[src/rtl/tcu_ctrl_ext_epfetch_if.sv]
// ---------------------------------------------------------------------------
// tcu_ctrl_ext_epfetch_if
// Bundles the three buses of the external-EP fetch stage:
//   cmd/resp : upstream command request and one-cycle response
//   reg      : register-file read port (en/addr/stall, rdata one cycle later)
//   ext      : downstream ext command unit (start/opcode/arg/epdata, done)
// Modports:
//   slave  - the fetch stage itself
//   master - the environment around it (upstream, register file, ext unit)
// ---------------------------------------------------------------------------
interface tcu_ctrl_ext_epfetch_if #(
    parameter int TCU_REG_ADDR_SIZE = 32,
    parameter int TCU_REG_DATA_SIZE = 64,
    parameter int TCU_OPCODE_SIZE   = 4,
    parameter int TCU_EXT_ARG_SIZE  = 64,
    parameter int TCU_ERROR_SIZE    = 5
);
    logic                           cmd_valid_i;
    logic                           cmd_ready_o;
    logic [TCU_OPCODE_SIZE-1:0]     cmd_opcode_i;
    logic [TCU_EXT_ARG_SIZE-1:0]    cmd_arg_i;
    logic                           resp_valid_o;
    logic [TCU_ERROR_SIZE-1:0]      resp_error_o;
    logic [TCU_EXT_ARG_SIZE-1:0]    resp_arg_o;
    logic                           reg_en_o;
    logic [TCU_REG_ADDR_SIZE-1:0]   reg_addr_o;
    logic                           reg_stall_i;
    logic [TCU_REG_DATA_SIZE-1:0]   reg_rdata_i;
    logic                           ext_start_o;
    logic [TCU_OPCODE_SIZE-1:0]     ext_opcode_o;
    logic [TCU_EXT_ARG_SIZE-1:0]    ext_arg_o;
    logic [3*TCU_REG_DATA_SIZE-1:0] ext_epdata_o;
    logic                           ext_done_i;
    logic [TCU_ERROR_SIZE-1:0]      ext_error_i;
    logic [TCU_EXT_ARG_SIZE-1:0]    ext_arg_i;

    modport slave (
        input  cmd_valid_i, cmd_opcode_i, cmd_arg_i,
        input  reg_stall_i, reg_rdata_i,
        input  ext_done_i, ext_error_i, ext_arg_i,
        output cmd_ready_o, resp_valid_o, resp_error_o, resp_arg_o,
        output reg_en_o, reg_addr_o,
        output ext_start_o, ext_opcode_o, ext_arg_o, ext_epdata_o
    );

    modport master (
        output cmd_valid_i, cmd_opcode_i, cmd_arg_i,
        output reg_stall_i, reg_rdata_i,
        output ext_done_i, ext_error_i, ext_arg_i,
        input  cmd_ready_o, resp_valid_o, resp_error_o, resp_arg_o,
        input  reg_en_o, reg_addr_o,
        input  ext_start_o, ext_opcode_o, ext_arg_o, ext_epdata_o
    );
endinterface

[src/rtl/tcu_ctrl_ext_epfetch.sv]
// ---------------------------------------------------------------------------
// tcu_ctrl_ext_epfetch
// Front stage for external EP commands. Takes a command, range-checks the EP
// id, fetches the EP's three 64-bit words from the register file (pipelined,
// stall-aware), starts the ext command unit with the assembled 192-bit
// epdata, waits for its done and returns error/arg upstream for one cycle.
// Ports:
//   clk_i   - clock
//   reset_i - asynchronous active-high reset
//   bus     - cmd/resp, register read and ext unit signals (slave view)
// ---------------------------------------------------------------------------
module tcu_ctrl_ext_epfetch #(
    parameter int                          TCU_REG_ADDR_SIZE    = 32,
    parameter int                          TCU_REG_DATA_SIZE    = 64,
    parameter int                          TCU_OPCODE_SIZE      = 4,
    parameter int                          TCU_EXT_ARG_SIZE     = 64,
    parameter int                          TCU_ERROR_SIZE       = 5,
    parameter int                          TCU_EP_SIZE          = 16,
    parameter int                          TCU_EP_COUNT         = 128,
    parameter logic [31:0]                 TCU_REGADDR_EP_START = 32'h0000_0040,
    parameter int                          TCU_EP_REG_SIZE      = 24,
    parameter logic [TCU_ERROR_SIZE-1:0]   TCU_ERROR_NONE       = '0,
    parameter logic [TCU_ERROR_SIZE-1:0]   TCU_ERROR_INV_EP     = 5'h0D
) (
    input  logic                  clk_i,
    input  logic                  reset_i,
    tcu_ctrl_ext_epfetch_if.slave bus
);
    localparam logic [TCU_REG_ADDR_SIZE-1:0] EP_START  = TCU_REG_ADDR_SIZE'(TCU_REGADDR_EP_START);
    localparam logic [TCU_REG_ADDR_SIZE-1:0] EP_STRIDE = TCU_REG_ADDR_SIZE'(TCU_EP_REG_SIZE);
    localparam logic [TCU_EP_SIZE:0]         EP_LIMIT  = (TCU_EP_SIZE+1)'(TCU_EP_COUNT);

    typedef enum logic [2:0] {
        S_IDLE, S_READ, S_START, S_WAIT_DONE, S_RESP
    } state_t;

    state_t                         state, state_nxt;
    logic [TCU_OPCODE_SIZE-1:0]     opcode_q;
    logic [TCU_EXT_ARG_SIZE-1:0]    arg_q;
    logic [TCU_REG_DATA_SIZE-1:0]   word0_q, word1_q, word2_q;
    logic [1:0]                     issue_cnt, recv_cnt;
    logic                           rd_pend;
    logic [TCU_ERROR_SIZE-1:0]      err_q;
    logic [TCU_EXT_ARG_SIZE-1:0]    rarg_q;

    logic                           take, ep_bad, accept;
    logic                           cmd_ready, resp_valid, ext_start, reg_en;
    logic [TCU_REG_ADDR_SIZE-1:0]   rd_addr, reg_addr;

    assign take   = bus.cmd_valid_i && cmd_ready;
    assign ep_bad = {1'b0, bus.cmd_arg_i[TCU_EP_SIZE-1:0]} >= EP_LIMIT;
    assign accept = reg_en && !bus.reg_stall_i;

    // issue_cnt only moves on accept, so the address holds while stalled
    assign rd_addr = EP_START
                   + TCU_REG_ADDR_SIZE'(arg_q[TCU_EP_SIZE-1:0]) * EP_STRIDE
                   + TCU_REG_ADDR_SIZE'({issue_cnt, 3'b000});

    // state register
    always_ff @(posedge clk_i or posedge reset_i) begin
        if (reset_i) state <= S_IDLE;
        else         state <= state_nxt;
    end

    // next-state logic
    always_comb begin
        state_nxt = state;
        unique case (state)
            S_IDLE:      if (take) state_nxt = ep_bad ? S_RESP : S_READ;
            // rd_pend with recv_cnt==2 is the cycle the third word lands
            S_READ:      if (rd_pend && recv_cnt == 2'd2) state_nxt = S_START;
            S_START:     state_nxt = S_WAIT_DONE;
            S_WAIT_DONE: if (bus.ext_done_i) state_nxt = S_RESP;
            S_RESP:      state_nxt = S_IDLE;
            default:     state_nxt = S_IDLE;
        endcase
    end

    // output logic
    always_comb begin
        cmd_ready  = (state == S_IDLE);
        resp_valid = (state == S_RESP);
        ext_start  = (state == S_START);
        reg_en     = (state == S_READ) && (issue_cnt != 2'd3);
        reg_addr   = reg_en ? rd_addr : '0;
    end

    // command latch, read counters, word capture and response latch
    always_ff @(posedge clk_i or posedge reset_i) begin
        if (reset_i) begin
            opcode_q  <= '0;
            arg_q     <= '0;
            word0_q   <= '0;
            word1_q   <= '0;
            word2_q   <= '0;
            issue_cnt <= '0;
            recv_cnt  <= '0;
            rd_pend   <= 1'b0;
            err_q     <= TCU_ERROR_NONE;
            rarg_q    <= '0;
        end else begin
            if (take) begin
                opcode_q  <= bus.cmd_opcode_i;
                arg_q     <= bus.cmd_arg_i;
                issue_cnt <= '0;
                recv_cnt  <= '0;
                if (ep_bad) begin
                    err_q  <= TCU_ERROR_INV_EP;
                    rarg_q <= '0;
                end
            end
            if (accept) issue_cnt <= issue_cnt + 2'd1;
            // data arrives exactly one cycle after each accept
            rd_pend <= accept;
            if (rd_pend) begin
                case (recv_cnt)
                    2'd0:    word0_q <= bus.reg_rdata_i;
                    2'd1:    word1_q <= bus.reg_rdata_i;
                    default: word2_q <= bus.reg_rdata_i;
                endcase
                recv_cnt <= recv_cnt + 2'd1;
            end
            if (state == S_WAIT_DONE && bus.ext_done_i) begin
                err_q  <= bus.ext_error_i;
                rarg_q <= bus.ext_arg_i;
            end
        end
    end

    assign bus.cmd_ready_o  = cmd_ready;
    assign bus.resp_valid_o = resp_valid;
    assign bus.resp_error_o = err_q;
    assign bus.resp_arg_o   = rarg_q;
    assign bus.reg_en_o     = reg_en;
    assign bus.reg_addr_o   = reg_addr;
    assign bus.ext_start_o  = ext_start;
    assign bus.ext_opcode_o = opcode_q;
    assign bus.ext_arg_o    = arg_q;
    assign bus.ext_epdata_o = {word2_q, word1_q, word0_q};
endmodule

[src/flat_wrapper.sv]
// flat-port wrapper written by rule: the top's interface ports become plain ports
module tcu_ctrl_ext_epfetch_flat 
#(
    parameter int                          TCU_REG_ADDR_SIZE    = 32,
    parameter int                          TCU_REG_DATA_SIZE    = 64,
    parameter int                          TCU_OPCODE_SIZE      = 4,
    parameter int                          TCU_EXT_ARG_SIZE     = 64,
    parameter int                          TCU_ERROR_SIZE       = 5,
    parameter int                          TCU_EP_SIZE          = 16,
    parameter int                          TCU_EP_COUNT         = 128,
    parameter logic [31:0]                 TCU_REGADDR_EP_START = 32'h0000_0040,
    parameter int                          TCU_EP_REG_SIZE      = 24,
    parameter logic [TCU_ERROR_SIZE-1:0]   TCU_ERROR_NONE       = '0,
    parameter logic [TCU_ERROR_SIZE-1:0]   TCU_ERROR_INV_EP     = 5'h0D
)
  (clk_i, reset_i, bus_cmd_valid_i, bus_cmd_opcode_i, bus_cmd_arg_i, bus_reg_stall_i, bus_reg_rdata_i, bus_ext_done_i, bus_ext_error_i, bus_ext_arg_i, bus_cmd_ready_o, bus_resp_valid_o, bus_resp_error_o, bus_resp_arg_o, bus_reg_en_o, bus_reg_addr_o, bus_ext_start_o, bus_ext_opcode_o, bus_ext_arg_o, bus_ext_epdata_o);
  tcu_ctrl_ext_epfetch_if #(.TCU_REG_ADDR_SIZE(TCU_REG_ADDR_SIZE), .TCU_REG_DATA_SIZE(TCU_REG_DATA_SIZE), .TCU_OPCODE_SIZE(TCU_OPCODE_SIZE), .TCU_EXT_ARG_SIZE(TCU_EXT_ARG_SIZE), .TCU_ERROR_SIZE(TCU_ERROR_SIZE)) bus_i ();
  input  logic clk_i;
  input  logic reset_i;
  input wire logic [$bits(bus_i.cmd_valid_i)-1:0] bus_cmd_valid_i;
  input wire logic [$bits(bus_i.cmd_opcode_i)-1:0] bus_cmd_opcode_i;
  input wire logic [$bits(bus_i.cmd_arg_i)-1:0] bus_cmd_arg_i;
  input wire logic [$bits(bus_i.reg_stall_i)-1:0] bus_reg_stall_i;
  input wire logic [$bits(bus_i.reg_rdata_i)-1:0] bus_reg_rdata_i;
  input wire logic [$bits(bus_i.ext_done_i)-1:0] bus_ext_done_i;
  input wire logic [$bits(bus_i.ext_error_i)-1:0] bus_ext_error_i;
  input wire logic [$bits(bus_i.ext_arg_i)-1:0] bus_ext_arg_i;
  output wire logic [$bits(bus_i.cmd_ready_o)-1:0] bus_cmd_ready_o;
  output wire logic [$bits(bus_i.resp_valid_o)-1:0] bus_resp_valid_o;
  output wire logic [$bits(bus_i.resp_error_o)-1:0] bus_resp_error_o;
  output wire logic [$bits(bus_i.resp_arg_o)-1:0] bus_resp_arg_o;
  output wire logic [$bits(bus_i.reg_en_o)-1:0] bus_reg_en_o;
  output wire logic [$bits(bus_i.reg_addr_o)-1:0] bus_reg_addr_o;
  output wire logic [$bits(bus_i.ext_start_o)-1:0] bus_ext_start_o;
  output wire logic [$bits(bus_i.ext_opcode_o)-1:0] bus_ext_opcode_o;
  output wire logic [$bits(bus_i.ext_arg_o)-1:0] bus_ext_arg_o;
  output wire logic [$bits(bus_i.ext_epdata_o)-1:0] bus_ext_epdata_o;
  assign bus_i.cmd_valid_i = bus_cmd_valid_i;
  assign bus_i.cmd_opcode_i = bus_cmd_opcode_i;
  assign bus_i.cmd_arg_i = bus_cmd_arg_i;
  assign bus_i.reg_stall_i = bus_reg_stall_i;
  assign bus_i.reg_rdata_i = bus_reg_rdata_i;
  assign bus_i.ext_done_i = bus_ext_done_i;
  assign bus_i.ext_error_i = bus_ext_error_i;
  assign bus_i.ext_arg_i = bus_ext_arg_i;
  assign bus_cmd_ready_o = bus_i.cmd_ready_o;
  assign bus_resp_valid_o = bus_i.resp_valid_o;
  assign bus_resp_error_o = bus_i.resp_error_o;
  assign bus_resp_arg_o = bus_i.resp_arg_o;
  assign bus_reg_en_o = bus_i.reg_en_o;
  assign bus_reg_addr_o = bus_i.reg_addr_o;
  assign bus_ext_start_o = bus_i.ext_start_o;
  assign bus_ext_opcode_o = bus_i.ext_opcode_o;
  assign bus_ext_arg_o = bus_i.ext_arg_o;
  assign bus_ext_epdata_o = bus_i.ext_epdata_o;
  tcu_ctrl_ext_epfetch #(.TCU_REG_ADDR_SIZE(TCU_REG_ADDR_SIZE), .TCU_REG_DATA_SIZE(TCU_REG_DATA_SIZE), .TCU_OPCODE_SIZE(TCU_OPCODE_SIZE), .TCU_EXT_ARG_SIZE(TCU_EXT_ARG_SIZE), .TCU_ERROR_SIZE(TCU_ERROR_SIZE), .TCU_EP_SIZE(TCU_EP_SIZE), .TCU_EP_COUNT(TCU_EP_COUNT), .TCU_REGADDR_EP_START(TCU_REGADDR_EP_START), .TCU_EP_REG_SIZE(TCU_EP_REG_SIZE), .TCU_ERROR_NONE(TCU_ERROR_NONE), .TCU_ERROR_INV_EP(TCU_ERROR_INV_EP)) u_core (.clk_i(clk_i), .reset_i(reset_i), .bus(bus_i));
endmodule
[config.mk]
export PLATFORM = sky130hd
export DESIGN_NAME = tcu_ctrl_ext_epfetch_flat
export DESIGN_NICKNAME = d
export VERILOG_FILES = /design/src/rtl/tcu_ctrl_ext_epfetch_if.sv /design/src/rtl/tcu_ctrl_ext_epfetch.sv /design/src/flat_wrapper.sv
export SDC_FILE = /design/constraint.sdc
export NUM_CORES = 1
export LEC_CHECK = 0
export ABC_AREA = 0
export CAP_MARGIN = 20
export CORE_AREA = 2 2 225 227
export CTS_BUF_LIST = sky130_fd_sc_hd__clkbuf_8
export DETAILED_ROUTE_END_ITERATION = 6
export DIE_AREA = 0 0 227 229
export SLEW_MARGIN = 20
export SYNTH_ARGS = -nofsm -noshare
export SYNTH_HDL_FRONTEND = slang
export SYNTH_SLANG_ARGS = --single-unit
[constraint.sdc]
create_clock -name clk_i -period 14.7 [get_ports clk_i]
set_clock_uncertainty 0.2 [all_clocks]
set_input_delay 1.47 -clock clk_i [delete_from_list [all_inputs] [get_ports clk_i]]
set_output_delay 1.47 -clock clk_i [all_outputs]
set_load 0.02 [all_outputs]
# Word level (Yosys, flattened, before mapping)
# Cells that the tools add are included.
# totals
reg_bits	337
inputBits	206
elab_cells	61
# classes
addsub	4
mul	1
magnitude_cmp	1
eq_ne	10
muxes	15
bitwise_logic	1
reduce_logical	18
# ops
operator	n
$mux 64	3
$add 32x5->32	1
$mux 32	1
$add 7x21->22 const A	1
$mul 16x2->18 const B	1
$ge 16x8->1 const B	1
$mux 5	3
$mux 3	4
$pmux 3 s4	1
$reduce_and 2->1	4
$reduce_bool 2->1	4
$eq 3x2->1 const B	2
$mux 2	3
$logic_and 1x1->1	5
$add 2x1->2 const B	2
$ne 2x1->1 const B	2
$ne 2x2->1 const B	2
$eq 3x1->1 const B	1
$eq 3x3->1 const B	1
$logic_not 3->1	1
$reduce_and 3->1	1
$eq 2x1->1 const B	1
$eq 2x2->1 const B	1
$logic_not 2->1	1
3 further kinds	3

# Depth between registers and ports, before layout
# logic_depth
word_depth	4
ltp_mapped	14
mapped_depth_nobuf	14

# Worst setup path before layout
# OpenSTA, ideal clock, no wires.
# synth_timing
kind	reg-to-output
from	register u_core.arg_q[1], in the netlist u_core.bus.ext_arg_o[1]
to	output bus_reg_addr_o[20]
t_arrival_ns	3.854
path_slack_ns	9.176
path_stages_with_launch	14
cell_sequence	dfrtp_1 > ha_1 > inv_1 > fa_1 > xnor2_1 > ha_1 > nand2_1 > nor4b_1 > a311o_1 > and2_1 > and4_4 > nor4bb_1 > a211oi_1 > o41ai_1
# synth_via
elab_chain_len	4
# synth_lines
element	line_no	source
start: declaration	tcu_ctrl_ext_epfetch.sv:39	logic [TCU_EXT_ARG_SIZE-1:0] arg_q;
start signal: assignment	tcu_ctrl_ext_epfetch.sv:104	arg_q <= bus.cmd_arg_i;
$mul 16x2->18	tcu_ctrl_ext_epfetch.sv:56	+ TCU_REG_ADDR_SIZE'(arg_q[TCU_EP_SIZE-1:0]) * EP_STRIDE
$add 7x21->22	tcu_ctrl_ext_epfetch.sv:56	
$add 32x5->32	tcu_ctrl_ext_epfetch.sv:57	+ TCU_REG_ADDR_SIZE'({issue_cnt, 3'b000});
$mux 32	tcu_ctrl_ext_epfetch.sv:85	reg_addr = reg_en ? rd_addr : '0;
end: declaration	flat_wrapper.sv:33	output wire logic [$bits(bus_i.reg_addr_o)-1:0] bus_reg_addr_o;
# No other way between the ends.

# Final worst setup path
# layout_timing
from	register u_core.arg_q[0], in the netlist u_core.bus.ext_arg_o[0]
to	output bus_reg_addr_o[21]
# The elaborated chain is that of the path after synthesis.

==> impl_results.md <==
* DP HPWL at 33.4 mm
* Startpoint types: flop
* Adder-cell share of the synthesized area at 2.33%
* Rel. slew slack at 34.9%
* First-pass GRT wire length at 69.4 mm
* P_int at ~1800 uW
* Initial DRC count at 354
* Post-Synth Simple-Gate Area at under 10%
* Final nets at 1,851
* Worst-Margin Slew at 0.977 ns
* Worst R2R Setup Slack at 11.84 ns
* Seq cells post-synth at 337
* DRC viols at 0
* Die H at 229 microns
* Ant diodes at 0
* Setup tns final at 0 ns
* Area contributors post-synth: dfrtp_1, mux2_2, a22o_1, ha_1, xnor2_1
* # clock sinks at 337
* Post-layout util at ~45%
* CTS Buf Count at 59
* Hold path depth at 1
* Flop pwr share at 39.3%
* Clock Root Buffer: clkbuf_8
* Period utilisation layout at between 40 and 50%
* Port Buf Inserts at around 560
* Clock transition at the registers of the reported paths at 0.06 ns
* Largest family of logic cells by synthesized area: multiplexers
* Crit-path cells: ha_1 -> inv_1 -> fa_1 -> xnor2_1 -> ha_1 -> nand2_1 -> nor4b_1 -> a311o_1 -> and2_1 -> and4_4 -> nor4bb_1 -> o211ai_2 -> a2111oi_2 -> clkdlybuf4s50_1
* Post-CTS Setup Bufs at 0
* Post-synth top flop: dfrtp_1
* Grt ovf at 0
* Ys async rst share at 100%
* Clock share of power at between 30% and 40%
* Most common cell in the netlist: dfrtp_1
* Seq/Total Area, Yosys at 57.7%
* 1st-pass router iterations at 4
* R2R cell count at 5
* Switching share of power at 30.9%
* Synth top area share at between 50 and 60%
* Starting Density at 29.5%
* TritonCTS clock tree: built
* Pleak at 0.00929 uW
* Hold worst-path end: u_core.bus.resp_arg_o[51]$_DFFE_PP0P_
* Area Overhead vs Synth at 51.4%
* Final hold viol count at 0
* Number of library cell types mapped by synthesis at 88
* Critical path class: flop to primary output
* Complex-gate fraction of the synthesized area at a little under 9%
* Synth Cell Area at roughly 15,000 sq um
* Fill cells at 4,667
* DR WL/cell at 19.6 microns
* Top cell by count, worst path: ha_1
* I/O pins at between 500 and 600
* RR Startpoint: u_core.recv_cnt[0]$_DFFE_PP0P_
* Peak VDD IR at 0.0697 mV
* Post-synthesis xor/xnor area fraction at ~2.2%
* Mean cell area of the mapped netlist at 14.0 sq um
* CORE AREA at 49,700 sq um
* Hold buffers post-CTS at 0
* Post-synth EDFFs at 0
* Max cap viols at 0
* Crit. Startpoint: u_core.bus.ext_arg_o[0]$_DFFE_PP0P_
* P_sw at between 800 and 900 uW
* Via count of the routed design at 10,800
* Largest net degree at the start of global routing at 158
* Critical-path maximum fanout at 4
* Placer congestion estimate at roughly 0.83
* Die area at 52,000 sq um
* Routed vias/inst at ~4.6
* Max-slew violations at 0
* Slowest-stage cell, CP: clkdlybuf4s50_1
* Reg2reg end: u_core.word2_q[13]$_DFFE_PP0P_
* Worst skew pair latency at between 0.6 and 0.7 ns
* Crit path DAT at a little over 5 ns
* Proportion of power drawn by combinational gates at 25.7%
* Endpoint type of the worst setup path: primary output
* Initial antenna violation count at 2
* Antenna viol nets, final at 0
* Mux cell area share after synthesis at 20.2%
* Outcome: complete, no violations
* Total wire length at around 46 mm
* Total global-route track usage at 17.4%
* Pwr dens at 117 nW/um^2
* Max incr delay on CP at 0.71 ns
* Fmax at 146 MHz
* Post-synth top area cell: dfrtp_1
* Hold_sp: u_core.bus.resp_arg_o[51]$_DFFE_PP0P_
* Mapped Cells at 1,048
* Fin crit period at about 6.8 ns
* Req. time, crit path at 13.03 ns
* Post-synth top cells: dfrtp_1, mux2_2, a22o_1
* Final setup vio count at 0
* Die width at 227 microns
* Syn. warnings at 0
* CTS H-tree depth at 2
* Post_cts resized at 0
* Hold Path Class: flop to flop
* RSZ-0062 raised after global routing: no
* Site Rows at 82
* Max Root-Sink Buffers at 3
* Vias in the first global route at 11,500
* Layout cells sized above 1 at 24.3%
==> power groups by stage <==
| stage | clock [uW] | combinational, uW | sequential, uW |
|---|---|---|---|
| floorplan | 0 | 356 | 1100 |
| global placement | 0 | 666 | 1030 |
| detailed placement | 0 | 670 | 1040 |
| CTS | 942 | 673 | 1020 |
| global route | 982 | 722 | 1030 |
| finish | 910 | 666 | 1020 |
==> sequential cells by signal, indices dropped and copies added, names as in the netlist <==
register                 count
u_core.bus.ext_arg_o        64
u_core.bus.ext_opcode_o      4
u_core.bus.resp_arg_o       64
u_core.bus.resp_error_o      5
u_core.issue_cnt             2
u_core.rd_pend               1
u_core.recv_cnt              2
u_core.state                 3
u_core.word0_q              64
u_core.word1_q              64
u_core.word2_q              64
==> cell families (layout without fill, tap and decap cells) <==
family	Yosys count	after routing
AO/OA/AOI/OAI	153	153
other	1	13
adder cells (fa/ha/maj)	26	26
buffers and inverters	81	685
XOR/XNOR	33	33
flip-flops	337	337
AND/OR/NAND/NOR	154	154
multiplexers	263	263
==> worst max-delay path: cells and delay by family (launching register included) <==
kind / cells / cell delay, ns
AO/OA/AOI/OAI: 3 / 0.88
XOR/XNOR: 1 / 0.28
adder cells (fa/ha/maj): 3 / 0.95
buffers and inverters: 2 / 0.78
flip-flops: 1 / 0.40
AND/OR/NAND/NOR: 5 / 1.25
==> layout make-up <==
cell class	count	area, sq um	area share (%)
multi-input cells	642	5880	26.6
clock buffers	79	1090	4.91
well taps	672	841	3.80
clock inverters	27	188	0.848
repair buffers	565	5650	25.5
inverters	14	60.1	0.271
flip-flops and latches	337	8430	38.1
==> routing by layer <==
layer  share of wire [%]  vias up  track usage (%)
li1                    -     4933                -
met1                  39     5394             20.3
met2                  50      359             29.6
met3                 8.7       60             6.76
met4                 2.1        4             4.53
met5               0.059        -                0
==> stage by stage <==
step	power [uW]	cell area, sq um	instances	hold slack [ns]	setup slack (ns)
finish	2600	22100	2336	0.296	7.86
global route	2730	22100	2336	0.312	7.51
global placement	1700	20900	2230	0.276	8.65
CTS	2640	22100	2336	0.299	7.80
detailed placement	1710	20900	2230	0.282	8.53
floorplan	1460	14700	1060	0.285	3.69
==> placed cells by master, fill, tap and decap left out, drive strengths merged, types with 3 or more instances in the layout <==
cell,instances
nor4b,4
a211o,5
clkinv,7
xor2,9
o22a,3
a21o,4
nand3,9
o211ai,5
or2,4
mux2i,3
clkbuf,79
clkinvlp,4
nand2b,7
nor2,48
clkdlybuf4s50,557
a211oi,11
a22o,66
nand4b,3
inv,29
nor4,5
nand4,3
buf,8
and2,4
xnor2,24
nor3,11
o21ai,16
nor3b,6
nand2,32
nor2b,3
mux2,260
dfrtp,337
ha,24
and3,3
o31ai,4
conb,13
a21oi,16
==> how the worst max path moves through the flow <==
stage / cells after the start / endpoint
after CTS: 14 / bus_reg_addr_o[21]
after floorplan: 1 / u_core.bus.ext_arg_o[0]$_DFFE_PP0P_
after detailed placement: 14 / bus_reg_addr_o[21]
after global placement: 14 / bus_reg_addr_o[21]
final: 14 / bus_reg_addr_o[21]
after global routing: 14 / bus_reg_addr_o[21]
(Power assumes the default switching activity.)
